--- config.mk ---
export PLATFORM = sky130hd
export DESIGN_NAME = seg7_scan_decoder_flat
export DESIGN_NICKNAME = d
export VERILOG_FILES = /design/src/rtl/seg7_scan_if.sv /design/src/rtl/seg7_scan_decoder.sv /design/src/flat_wrapper.sv
export SDC_FILE = /design/constraint.sdc
export NUM_CORES = 1
export LEC_CHECK = 0
export ABC_AREA = 1
export CORE_ASPECT_RATIO = 1.5
export CORE_MARGIN = 4
export CORE_UTILIZATION = 25
export CTS_CLUSTER_SIZE = 24
export DETAILED_ROUTE_END_ITERATION = 16
export GPL_TIMING_DRIVEN = 0
export SLEW_MARGIN = 20
export SYNTH_ARGS = -nofsm -noshare
export SYNTH_HDL_FRONTEND = slang
export SYNTH_SLANG_ARGS = --single-unit
--- constraint.sdc ---
create_clock -name clk -period 3.34 [get_ports clk]
set_clock_uncertainty 0.2 [all_clocks]
set_input_delay 0.668 -clock clk [delete_from_list [all_inputs] [get_ports clk]]
set_output_delay 0.668 -clock clk [all_outputs]
set_load 0.01 [all_outputs]
--- src/rtl/seg7_scan_if.sv ---
// Display bus monitored by the scan decoder, together with the decoded results.
// master = side that drives the multiplexed display lines (display driver / bench),
// slave  = the decoder, which watches seg/an and reports decoded state.
interface seg7_scan_if;
    logic [6:0]  seg;          // active-low segments, seg[0]=a .. seg[6]=g
    logic [3:0]  an;           // active-low digit anodes
    logic [15:0] value;        // decoded nibbles, digit i at [4*i+3:4*i]
    logic [3:0]  digit_valid;  // last capture of digit i was a legal hex pattern
    logic        frame_valid;  // pulse: frame of four legal digits completed
    logic        pattern_err;  // pulse: captured pattern neither hex nor blank
    logic [1:0]  err_digit;    // digit of the most recent illegal capture
    logic        stale;        // no capture for TIMEOUT_CYCLES

    modport master (
        output seg, an,
        input  value, digit_valid, frame_valid, pattern_err, err_digit, stale
    );

    modport slave (
        input  seg, an,
        output value, digit_valid, frame_valid, pattern_err, err_digit, stale
    );
endinterface

--- src/rtl/seg7_scan_decoder.sv ---
// Receive-side monitor for a 4-digit time-multiplexed 7-segment bus.
// Synchronizes seg/an, requires STABLE_CYCLES identical samples per dwell,
// decodes one capture per dwell into a hex nibble and tracks frames/timeouts.
module seg7_scan_decoder #(
    parameter int STABLE_CYCLES  = 4,
    parameter int TIMEOUT_CYCLES = 1000000
) (
    input  logic        clk,
    input  logic        rst_n,
    seg7_scan_if.slave  bus
);
    localparam int            TW     = $clog2(TIMEOUT_CYCLES + 1);
    localparam logic [TW-1:0] TO_MAX = TW'(TIMEOUT_CYCLES);
    localparam logic [8:0]    STB    = 9'(STABLE_CYCLES);

    typedef enum logic [1:0] {IDLE, SETTLE, HELD} state_t;

    state_t        state, state_n;
    logic [7:0]    cnt, cnt_n;
    logic [6:0]    seg_m, s_seg, p_seg;
    logic [3:0]    an_m, s_an, p_an;
    logic          sel, same, capture;
    logic [1:0]    idx;
    logic [5:0]    dec;          // {legal, blank, nibble}
    logic [15:0]   value_q;
    logic [3:0]    dv_q, mask_q, ok_q, mask_n, ok_n;
    logic          fv_q, perr_q, stale_q;
    logic [1:0]    edig_q;
    logic [TW-1:0] idle_cnt;

    // Exact-match segment decode; anything else is an illegal pattern.
    function automatic logic [5:0] decode(input logic [6:0] p);
        case (p)
            7'b1000000: decode = {2'b10, 4'h0};
            7'b1111001: decode = {2'b10, 4'h1};
            7'b0100100: decode = {2'b10, 4'h2};
            7'b0110000: decode = {2'b10, 4'h3};
            7'b0011001: decode = {2'b10, 4'h4};
            7'b0010010: decode = {2'b10, 4'h5};
            7'b0000010: decode = {2'b10, 4'h6};
            7'b1111000: decode = {2'b10, 4'h7};
            7'b0000000: decode = {2'b10, 4'h8};
            7'b0010000: decode = {2'b10, 4'h9};
            7'b0001000: decode = {2'b10, 4'hA};
            7'b0000011: decode = {2'b10, 4'hB};
            7'b1000110: decode = {2'b10, 4'hC};
            7'b0100001: decode = {2'b10, 4'hD};
            7'b0000110: decode = {2'b10, 4'hE};
            7'b0001110: decode = {2'b10, 4'hF};
            7'b1111111: decode = {2'b01, 4'h0};
            default:    decode = {2'b00, 4'h0};
        endcase
    endfunction

    // Two-flop synchronizers plus a copy of the previous synchronized sample.
    // Reset to all ones = bus idle (no digit selected, all segments dark).
    always_ff @(posedge clk or negedge rst_n) begin
        if (!rst_n) begin
            seg_m <= '1; s_seg <= '1; p_seg <= '1;
            an_m  <= '1; s_an  <= '1; p_an  <= '1;
        end else begin
            seg_m <= bus.seg; s_seg <= seg_m; p_seg <= s_seg;
            an_m  <= bus.an;  s_an  <= an_m;  p_an  <= s_an;
        end
    end

    // Digit selection: exactly one anode low.
    always_comb begin
        sel = 1'b1;
        idx = 2'd0;
        case (s_an)
            4'b1110: idx = 2'd0;
            4'b1101: idx = 2'd1;
            4'b1011: idx = 2'd2;
            4'b0111: idx = 2'd3;
            default: sel = 1'b0;
        endcase
    end

    assign same = ({s_an, s_seg} == {p_an, p_seg});
    assign dec  = decode(s_seg);

    // FSM state register.
    always_ff @(posedge clk or negedge rst_n) begin
        if (!rst_n) begin
            state <= IDLE;
            cnt   <= '0;
        end else begin
            state <= state_n;
            cnt   <= cnt_n;
        end
    end

    // Next state: a new or changed selection starts a dwell counting as the
    // first stable sample; capture fires once when the count reaches STABLE.
    always_comb begin
        state_n = state;
        cnt_n   = cnt;
        capture = 1'b0;
        if (!sel) begin
            state_n = IDLE;
            cnt_n   = '0;
        end else if (state == IDLE || !same) begin
            cnt_n = 8'd1;
            if (STABLE_CYCLES == 1) begin
                capture = 1'b1;
                state_n = HELD;
            end else begin
                state_n = SETTLE;
            end
        end else if (state == SETTLE) begin
            if ({1'b0, cnt} + 9'd1 == STB) begin
                capture = 1'b1;
                state_n = HELD;
            end else begin
                cnt_n = cnt + 8'd1;
            end
        end
    end

    // Frame bookkeeping for the digit being captured this cycle.
    always_comb begin
        mask_n      = mask_q;
        ok_n        = ok_q;
        mask_n[idx] = 1'b1;
        ok_n[idx]   = dec[5];
    end

    // Output registers, frame tracking and idle timeout; capture beats timeout.
    always_ff @(posedge clk or negedge rst_n) begin
        if (!rst_n) begin
            value_q  <= '0; dv_q   <= '0; fv_q    <= 1'b0; perr_q <= 1'b0;
            edig_q   <= '0; stale_q <= 1'b0; mask_q <= '0; ok_q    <= '0;
            idle_cnt <= '0;
        end else begin
            fv_q   <= 1'b0;
            perr_q <= 1'b0;
            if (capture) begin
                idle_cnt <= '0;
                stale_q  <= 1'b0;
                dv_q[idx] <= dec[5];
                if (dec[5])
                    value_q[{idx, 2'b00} +: 4] <= dec[3:0];
                if (!dec[5] && !dec[4]) begin
                    perr_q <= 1'b1;
                    edig_q <= idx;
                end
                if (mask_n == 4'hF) begin
                    fv_q   <= (ok_n == 4'hF);
                    mask_q <= '0;
                    ok_q   <= '0;
                end else begin
                    mask_q <= mask_n;
                    ok_q   <= ok_n;
                end
            end else if (idle_cnt != TO_MAX) begin
                idle_cnt <= idle_cnt + TW'(1);
                if (idle_cnt == TO_MAX - TW'(1)) begin
                    stale_q <= 1'b1;
                    dv_q    <= '0;
                    mask_q  <= '0;
                end
            end
        end
    end

    assign bus.value       = value_q;
    assign bus.digit_valid = dv_q;
    assign bus.frame_valid = fv_q;
    assign bus.pattern_err = perr_q;
    assign bus.err_digit   = edig_q;
    assign bus.stale       = stale_q;
endmodule

--- src/flat_wrapper.sv ---
// flat-port wrapper written by rule: the top's interface ports become plain ports
module seg7_scan_decoder_flat 
#(
    parameter int STABLE_CYCLES  = 4,
    parameter int TIMEOUT_CYCLES = 1000000
)
  (clk, rst_n, bus_seg, bus_an, bus_value, bus_digit_valid, bus_frame_valid, bus_pattern_err, bus_err_digit, bus_stale);
  seg7_scan_if bus_i ();
  input  logic clk;
  input  logic rst_n;
  input wire logic [$bits(bus_i.seg)-1:0] bus_seg;
  input wire logic [$bits(bus_i.an)-1:0] bus_an;
  output wire logic [$bits(bus_i.value)-1:0] bus_value;
  output wire logic [$bits(bus_i.digit_valid)-1:0] bus_digit_valid;
  output wire logic [$bits(bus_i.frame_valid)-1:0] bus_frame_valid;
  output wire logic [$bits(bus_i.pattern_err)-1:0] bus_pattern_err;
  output wire logic [$bits(bus_i.err_digit)-1:0] bus_err_digit;
  output wire logic [$bits(bus_i.stale)-1:0] bus_stale;
  assign bus_i.seg = bus_seg;
  assign bus_i.an = bus_an;
  assign bus_value = bus_i.value;
  assign bus_digit_valid = bus_i.digit_valid;
  assign bus_frame_valid = bus_i.frame_valid;
  assign bus_pattern_err = bus_i.pattern_err;
  assign bus_err_digit = bus_i.err_digit;
  assign bus_stale = bus_i.stale;
  seg7_scan_decoder #(.STABLE_CYCLES(STABLE_CYCLES), .TIMEOUT_CYCLES(TIMEOUT_CYCLES)) u_core (.clk(clk), .rst_n(rst_n), .bus(bus_i));
endmodule
# == Yosys cells after proc, flatten, opt, wreduce, memory -nomap -nowiden ==
# Cells that the tools add are included.
# totals
reg_bits,96
input_bits,13
# classes
add_sub_neg,4
order_cmp,2
n_eq_ne,30
shifts,2
mux,35
bitwise_logic,1
n_reduce_logical,16
# ops
operator,n
case mux 6 bit (17 select lines),1
two-way mux 20 bit,2
equality test 7 bit (second input constant),5
two-way mux 8 bit,4
two-way mux 4 bit,6
equality test 7 x 5 -> 1 bit (second input constant),3
equality test 7 x 6 -> 1 bit (second input constant),3
adder 20 x 1 -> 20 bit (second input constant),1
equality test 20 bit (second input constant),1
equality test 4 bit (second input constant),5
!= test 20 bit (second input constant),1
bitwise mux 16 bit,1
variable shift 4 x 6 -> 16 bit (first input constant),1
variable part select 4 x 6 -> 16 bit,1
equality test 7 x 2 -> 1 bit (second input constant),2
equality test 7 x 4 -> 1 bit (second input constant),2
two-way mux 1 bit,13
equality test 11 bit,1
AND reduction 2 bit,5
adder 8 x 1 -> 9 bit (second input constant),1
equality test 9 x 3 -> 1 bit (second input constant),1
!= test 3 bit (second input constant),3
adder 8 x 1 -> 8 bit (second input constant),1
bitwise mux 4 bit,2
other kinds (17),24

# == Depth between registers and ports, before layout ==
# Gate-level depths: netlist of run 1.
# logic_depth
ltp_word,10
ltp_mapped,14
depth_no_buf,14

# == Worst setup path before layout of run 1 ==
# Ideal clock, no wire load.
# synth_path
path_type,register to register
from,register u_core.s_an[1]
to,"register u_core.fv_q, in the netlist u_core.bus.frame_valid"
arrival_time_ns,2.080
setup_slack_ns,0.946
path_stages_with_launch,10
path_buffers,0
cell_sequence,dfstp_2 > nor3_1 > a31oi_2 > inv_1 > ha_1 > or2_2 > nand4_1 > nor2_1 > nand2_1 > nor2_1
# synth_between
elab_chain_len,10
word_cells_on_any_way,23
# synth_lines
element,line,source
"start, declared",seg7_scan_decoder.sv:21,"logic [3:0] an_m, s_an, p_an;"
"start signal, assigned",seg7_scan_decoder.sv:63,an_m <= bus.an; s_an <= an_m; p_an <= s_an;
equality test 4 x 3 -> 1 bit or equality test 4 bit (tied branches),seg7_scan_decoder.sv:71,case (s_an)
case mux 2 bit (3 select lines) (*),seg7_scan_decoder.sv:71,
named net u_core.idx[0],seg7_scan_decoder.sv:23,logic [1:0] idx;
less-than comparator 2 x 3 -> 1 bit (implied by the code) or >= comparator 2 x 1 -> 1 bit (tied branches),"seg7_scan_decoder.sv:125, seg7_scan_decoder.sv:126",
logical AND 1 bit (implied by the code),"seg7_scan_decoder.sv:125, seg7_scan_decoder.sv:126",
two-way mux 1 bit (implied by the code),"seg7_scan_decoder.sv:125, seg7_scan_decoder.sv:126",
demux 1 bit (select 2 bit) (*),n/a,
bitwise mux 4 bit or bitwise OR 4 bit (tied branches),n/a,
equality test 4 bit (on tied branches),"seg7_scan_decoder.sv:149, seg7_scan_decoder.sv:148",
two-way mux 1 bit (*),seg7_scan_decoder.sv:148,if (mask_n == 4'hF) begin
two-way mux 1 bit (*),seg7_scan_decoder.sv:138,if (capture) begin
"end signal, assigned",seg7_scan_decoder.sv:149,fv_q <= (ok_n == 4'hF);
"end, declared",seg7_scan_decoder.sv:27,"logic fv_q, perr_q, stale_q;"
# Mark *: on every way through the listed nets, which the timed path passes. The rest lies on a longest branch.
# A chain may end at the register's enable or synchronous reset.

# == Worst setup path in the final report of run 1 ==
# Ends and elaborated chain as after synthesis.

==> key figures, run 1 <==
Logic synthesis
  – Cells after Synth: 613
  – Yosys top cell by area: dfrtp_1
  – Unique masters post-synth: 39
  – Yosys warns: 0
  – Yosys reg bits: 96
  – Prevailing post-synth register cell: dfrtp_1
  – Mapped Area: 4880 sq um
  – Post-synth EDFFs: 0
  – Asr flop ratio synth: 100%
  – Top cells by area, synth: dfrtp_1, dfstp_2, nand2_1
  – Mean post-synth cell area: 7.95 sq um
  – Post-Syn Nets: 635
  – Seq/Total Area, Yosys: 50.1%
  – Post-synth top area share: 32.3%

Finish
  – Layout area overhead: 21.0%
  – Fraction of layout instances using a drive strength above 1: 13.6%
  – Filler Cell Count: 2,043
  – Footprint of the multi-input gates: 2080 sq um
  – Nets: 684
  – Most common cell after layout, fill and taps aside: nand2_1
  – Diodes inserted: 0
  – Register area: 2440 sq um
  – Most frequent cells in the layout: nand2_1, inv_1, nor2_1
  – Final instance area: 5900 sq um
  – Post-Layout Cell Count: 923

Die
  – Die Wd: 122 um
  – Die Y: 179 um
  – Ports: 38
  – Die ar.: 21,800 sq um
  – Initial Util: 25.4%
  – Core area: 19,200 sq um
  – Cell Rows: 62

Placed design
  – HPWL after DPL: 8370 um
  – Port Buf Inserts: 37
  – Gpl congestion: 0.821
  – DP Area: 5600 sq um
  – DP Worst Slack: 0.497 ns
  – Placed cells: 907

Route
  – Routed len/inst: 12.0 um
  – Final ANT Viol Nets: 0
  – Detailed Route WL: 11,100 um
  – Initial DRC Count: 158
  – Via density: 4.31
  – DRC viols: 0
  – Via count: 3,975
  – Router iterations before antenna repair: 4

Worst setup path
  – Critical path class: reg -> reg
  – CP startpoint kind: register
  – CP Max Fanout: 9
  – Worst Setup SP: u_core.s_an[1]$_DFF_PN1_
  – R2r startpoint: u_core.s_an[1]$_DFF_PN1_
  – Worst R2R Setup Slack: 0.49 ns
  – CP required: 3.38 ns
  – Worst path arrival time: 2.90 ns
  – CP endpoint kind: register

STA
  – Fin worst setup slack: 0.490 ns
  – Final setup fails: 0
  – Fmax: 0.351 GHz
  – Post-Route Setup TNS: 0 ns
  – RSZ-0062 raised after global routing: false
  – Crit share post-route: 85.3%
  – Hold Vio Cnt, Final: 0
  – Slew Viols, Final: 0
  – Relative slew margins: 62.0%
  – Final min period: 2.85 ns
  – Worst Max-Slew Pin Slew: 0.565 ns

GRT
  – Global-route wire length before repair: 18,800 um
  – Pin count of the biggest net entering global routing: 66
  – Remaining Overflow, GRT: 0
  – M3 GR Usage: 1.58%
  – Vias in the first global route: 4,077
  – Met1 usage: 12.2%
  – Initial antenna violation count: 0
  – Met2 usage: 19.2%
  – GR peak layer: met2
  – Total GRT Usage: 10.8%

Clocking
  – Max clock buf depth: 2
  – TritonCTS buffer count: 9
  – Clock latency on the worst-skew pair: 0.35 ns
  – Hold_buf cts: 0
  – Htree depth: 3
  – CTS sink count: 96
  – PostCTS Resize Cnt: 0
  – Root buf cell: clkbuf_16
  – Clock slew at reported path FFs: 0.08 ns
  – CTS tree: yes
  – Postcts setup bufs: 0

Power and ir drop
  – Clock power frac: 43.8%
  – Internal: 0.00184 W
  – Sequential share of power: 50.2%
  – Overall Power: 0.00243 W
  – Sw Ratio: 24.4%
  – Pleak: 2.90 nW
  – P_sw: 0.000592 W
  – Power Density: 412 nW/um^2
  – Gate power share: 6.0%
  – Max VDD drop: 0.298 mV

Flow run
  – Max Cap Viol: 0

Hold path
  – Hold Crit Class: in -> async

Status
  – Status: finished clean
[cells in the mapped netlist, types with 2 or more instances]
cell type    n
nor2_4       2
nand3_1     34
o21ai_1      9
nor3_1      11
nor4_1       4
o22ai_1      3
buf_6        2
o21ai_0      9
nand4_2      2
a31oi_1      2
nor2_2       6
nand2_1    198
inv_1       74
a211oi_1     2
nand3b_1     3
nand4_1     23
nand3_2      5
dfstp_2     33
ha_1         9
dfrtp_1     63
inv_2        7
buf_4        2
nor2_1      70
a21oi_1     12
or2_2        7
xor2_1       8
[flip-flops by register name, summed over array words and instances (netlist names)]
signal	cells
u_core.state	2
u_core.bus.value	16
u_core.s_seg	7
u_core.bus.pattern_err	1
u_core.bus.digit_valid	4
u_core.cnt	8
u_core.idle_cnt	20
u_core.p_seg	7
u_core.seg_m	7
u_core.p_an	4
u_core.bus.stale	1
u_core.mask_q	4
u_core.an_m	4
u_core.bus.frame_valid	1
u_core.ok_q	4
u_core.bus.err_digit	2
u_core.s_an	4
[routing by layer]
layer	up-vias	wire length, um
li1	2051	-
met1	1826	4730
met2	66	5680
met3	32	240
met4	0	428
met5	-	0
[per-stage QoR]
stage / hold WS (ns) / utilization, %
finish: 0.00266 / 30.8
global route: 0.0164 / 30.8
CTS: 0.00529 / 30.8
global placement: 0.146 / 29.1
detailed placement: 0.147 / 29.2
floorplan: 0.145 / -
[power by group through the flow]
stage / Combinational [W] / Sequential, W / Clock [W]
2_1_floorplan: 0.0000846 / 0.00124 / 0
3_3_place_gp: 0.000143 / 0.00124 / 0
3_5_place_dp: 0.000148 / 0.00124 / 0
4_1_cts: 0.000149 / 0.00122 / 0.00110
5_1_grt: 0.000169 / 0.00122 / 0.00114
6_report: 0.000146 / 0.00122 / 0.00106
[path summary, 6_finish.rpt]
| path | endpoint | cells past startpoint |
|---|---|---|
| min in group clk | u_core.s_seg[6]$_DFF_PN1_ | 0 |
| worst min register to register | u_core.s_seg[6]$_DFF_PN1_ | 0 |
| worst min-delay path | u_core.bus.value[13]$_DFFE_PN0P_ | 1 |
| worst max-delay path | u_core.bus.frame_valid$_DFF_PN0_ | 9 |
| max in group asynchronous | u_core.p_an[1]$_DFF_PN1_ | 2 |
| worst max register to register | u_core.bus.frame_valid$_DFF_PN0_ | 9 |
[worst max-delay path, cell delays in order (launching register included)]
cell and delay (ns):
dfstp_2 0.59, nor3_1 0.08, a31oi_2 0.46, inv_1 0.26, ha_1 0.32, or2_2 0.32, nand4_1 0.32, nor2_1 0.09
nand2_1 0.07, nor2_1 0.05
[kinds of logic (layout without fill, tap and decap cells)]
logic type	after synthesis	after routing	synth area share, %
AOI/OAI and AO/OA	42	42	4.95
xor gates and xnor gates	9	9	1.62
adders and majority gates	9	9	2.31
buffers and inverters	87	141	7.18
DFF	96	96	50.1
and+or+nand+nor	370	370	33.8
[final cells by class]
cell class	count	share of cell area (%)
sequential	96	41.4
multi-input combinational	430	35.3
timing repair buffer	38	6.77
tap	256	5.43
inverter	81	5.15
clock buffer	9	3.82
clock inverter	7	1.32
buffer	6	0.785
Note: power is estimated with default switching activity, not from simulation.
==> run 2: changes to the inputs <==
--- a/config.mk
+++ b/config.mk
@@ -8,10 +8,12 @@
 export ABC_AREA = 1
 export CORE_ASPECT_RATIO = 1.5
 export CORE_MARGIN = 4
-export CORE_UTILIZATION = 25
+export CORE_UTILIZATION = 55
 export CTS_CLUSTER_SIZE = 24
 export DETAILED_ROUTE_END_ITERATION = 16
 export GPL_TIMING_DRIVEN = 0
+export HOLD_SLACK_MARGIN = 0.08
+export PLACE_DENSITY = 0.76
 export SLEW_MARGIN = 20
 export SYNTH_ARGS = -nofsm -noshare
 export SYNTH_HDL_FRONTEND = slang
==> key figures, run 2 (same netlist as run 1, synthesis figures left out) <==
STA
  – Relative slew margins: 55.9% (-6.0 points)
  – Crit share post-route: 86.0% (+0.65 points)
  – Post-Route Setup TNS: 0 ns (unchanged)
  – Worst Max-Slew Pin Slew: 0.655 ns (+0.0894 ns)
  – Final setup fails: 0 (unchanged)
  – Hold Vio Cnt, Final: 0 (unchanged)
  – Fmax: 0.348 GHz (-0.76%)
  – Final min period: 2.87 ns (+0.0218 ns)
  – RSZ-0062 raised after global routing: false
  – Slew Viols, Final: 0 (unchanged)

Worst setup path
  – CP Max Fanout: 9 (unchanged)
  – Critical path class: reg -> reg
  – Worst path arrival time: 2.90 ns (about the same)
  – Cell with the most instances on the worst path: nor2_1
  – Slowest stage delay, CP: 0.60 ns (about the same)
  – CP startpoint kind: register
  – Delay-heaviest family, CP: simple AND/OR/NAND/NOR gates
  – CP required: 3.37 ns (about the same)
  – CP Cell Sequence: nor3_1, a31oi_2, inv_1, ha_1, or2_2, nand4_1, nor2_1, nand2_1, nor2_1
  – Buf/Inv on CP: 1 (unchanged)
  – CP endpoint kind: register
  – Critical path's slowest cell: dfstp_2

Die
  – Die ar.: 10,500 sq um (-52%)
  – Core area: 8520 sq um (-56%)
  – Die Y: 123 um (-31%)
  – Die Wd: 84.9 um (-30%)
  – Ports: 38 (unchanged)
  – Initial Util: 57.3% (+32 points)
  – Cell Rows: 41 (-34%)

GRT
  – Vias in the first global route: 4,142 (+1.6%)
  – Initial antenna violation count: 0 (unchanged)
  – Remaining Overflow, GRT: 0 (unchanged)
  – Total GRT Usage: 22.4% (+12 points)
  – Global-route wire length before repair: 18,500 um (-1.6%)
  – Pin count of the biggest net entering global routing: 57 (-14%)

Finish
  – Number of flip-flops in the largest register: 20 (unchanged)
  – Layout area overhead: 17.6%
  – Diodes inserted: 0 (unchanged)
  – Largest Register: u_core.idle_cnt
  – Nets: 685 (+0.15%)
  – Final instance area: 5730 sq um (-2.8%)
  – Most common cell after layout, fill and taps aside: nand2_1
  – Fraction of layout instances using a drive strength above 1: 13.2% (-0.47 points)
  – Most frequent cells in the layout: nand2_1, inv_1, nor2_1
  – Post-Layout Cell Count: 775 (-16%)

Clocking
  – TritonCTS buffer count: 9 (unchanged)
  – PostCTS Resize Cnt: 0 (unchanged)
  – CTS tree: yes
  – Root buf cell: clkbuf_16
  – Clock slew at reported path FFs: 0.06 ns (-0.02 ns)
  – Clock latency on the worst-skew pair: 0.34 ns (about the same)
  – Htree depth: 3 (unchanged)
  – Max clock buf depth: 2 (unchanged)
  – CTS sink count: 96 (unchanged)

Power and ir drop
  – Max VDD drop: 0.283 mV (-5.0%)
  – Pleak: 2.91 nW (+0.39%)
  – Power Density: 427 nW/um^2 (+3.7%)

Placed design
  – Placed cells: 758 (-16%)
  – Port Buf Inserts: 37 (unchanged)
  – DP Area: 5410 sq um (-3.3%)
  – Gpl congestion: 0.893 (+8.8%)
  – HPWL after DPL: 7990 um (-4.5%)

Route
  – Routed len/inst: 13.7 um (+14%)
  – Via density: 5.26 (+22%)
  – DRC viols: 0 (unchanged)
  – Detailed Route WL: 10,600 um (-3.9%)
  – Final ANT Viol Nets: 0 (unchanged)
  – Initial DRC Count: 251 (+59%)
  – Via count: 4,079 (+2.6%)
  – Router iterations before antenna repair: 4 (unchanged)

Flow run
  – Max Cap Viol: 0 (unchanged)

Hold path
  – Hold Crit Class: reg -> reg

Status
  – Status: finished clean
## run 2: cell type report
type	instances	area, sq um
Multi-Input combinational cell	430	2080
Timing Repair Buffer	39	409
Tap cell	107	134
Clock inverter	3	65.1
Inverter	81	304
Clock buffer	13	250
Sequential cell	96	2440
Fill cell	706	2780
Buffer	6	46.3
## run 2: repair_timing
item | in CTS | in global routing
endpoints found under the hold margin | 28 | 0
setup buffers | 0 | 0
hold buffers | 1 | 0
## run 2: power breakdown
part	internal [W]	switching (W)	total (W)
Clock	0.000676	0.000405	0.00108
Sequential	0.00120	0.0000204	0.00122
Combinational	0.0000485	0.0000990	0.000147
Total	0.00193	0.000524	0.00245
## run 2: worst reg2reg max path: stages (launching register included)
cell and delay (ns):
dfstp_2 0.60, nor3_1 0.09, a31oi_2 0.49, inv_1 0.26
ha_1 0.32, or2_2 0.32, nand4_1 0.30, nor2_1 0.09
nand2_1 0.06, nor2_1 0.05
## run 2: layer usage
layer  global-route usage [%]  vias to the layer above  wire [um]
met5                        0                        -          0
met4                     10.0                        0        325
met3                     4.00                       25        289
met2                     40.8                       77       5770
met1                     25.4                     1920       4260
li1                         -                     2057          -
## run 2: final timing paths
path | slack, ns | endpoint | start | depth (start not counted)
min in group asynchronous | 0.61 | u_core.state[0]$_DFFE_PN0P_ | rst_n | 2
worst max-delay path | 0.47 | u_core.bus.frame_valid$_DFF_PN0_ | u_core.s_an[1]$_DFF_PN1_ | 9
worst min-delay path | 0.16 | u_core.s_an[0]$_DFF_PN1_ | u_core.an_m[0]$_DFF_PN1_ | 0
worst min register to register | 0.16 | u_core.s_an[0]$_DFF_PN1_ | u_core.an_m[0]$_DFF_PN1_ | 0
worst max register to register | 0.47 | u_core.bus.frame_valid$_DFF_PN0_ | u_core.s_an[1]$_DFF_PN1_ | 9
max in group asynchronous | 1.71 | u_core.seg_m[6]$_DFF_PN1_ | rst_n | 3
## run 2: through the flow
stage / utilization (%) / setup slack (ns) / hold slack (ns) / total power (W)
floorplan: - / 0.946 / 0.145 / 0.00132
global placement: 63.2 / -1.90 / 0.145 / 0.00138
detailed placement: 63.5 / 0.486 / 0.147 / 0.00139
CTS: 67.3 / 0.476 / 0.152 / 0.00248
global route: 67.3 / 0.270 / 0.156 / 0.00255
finish: 67.3 / 0.468 / 0.155 / 0.00245
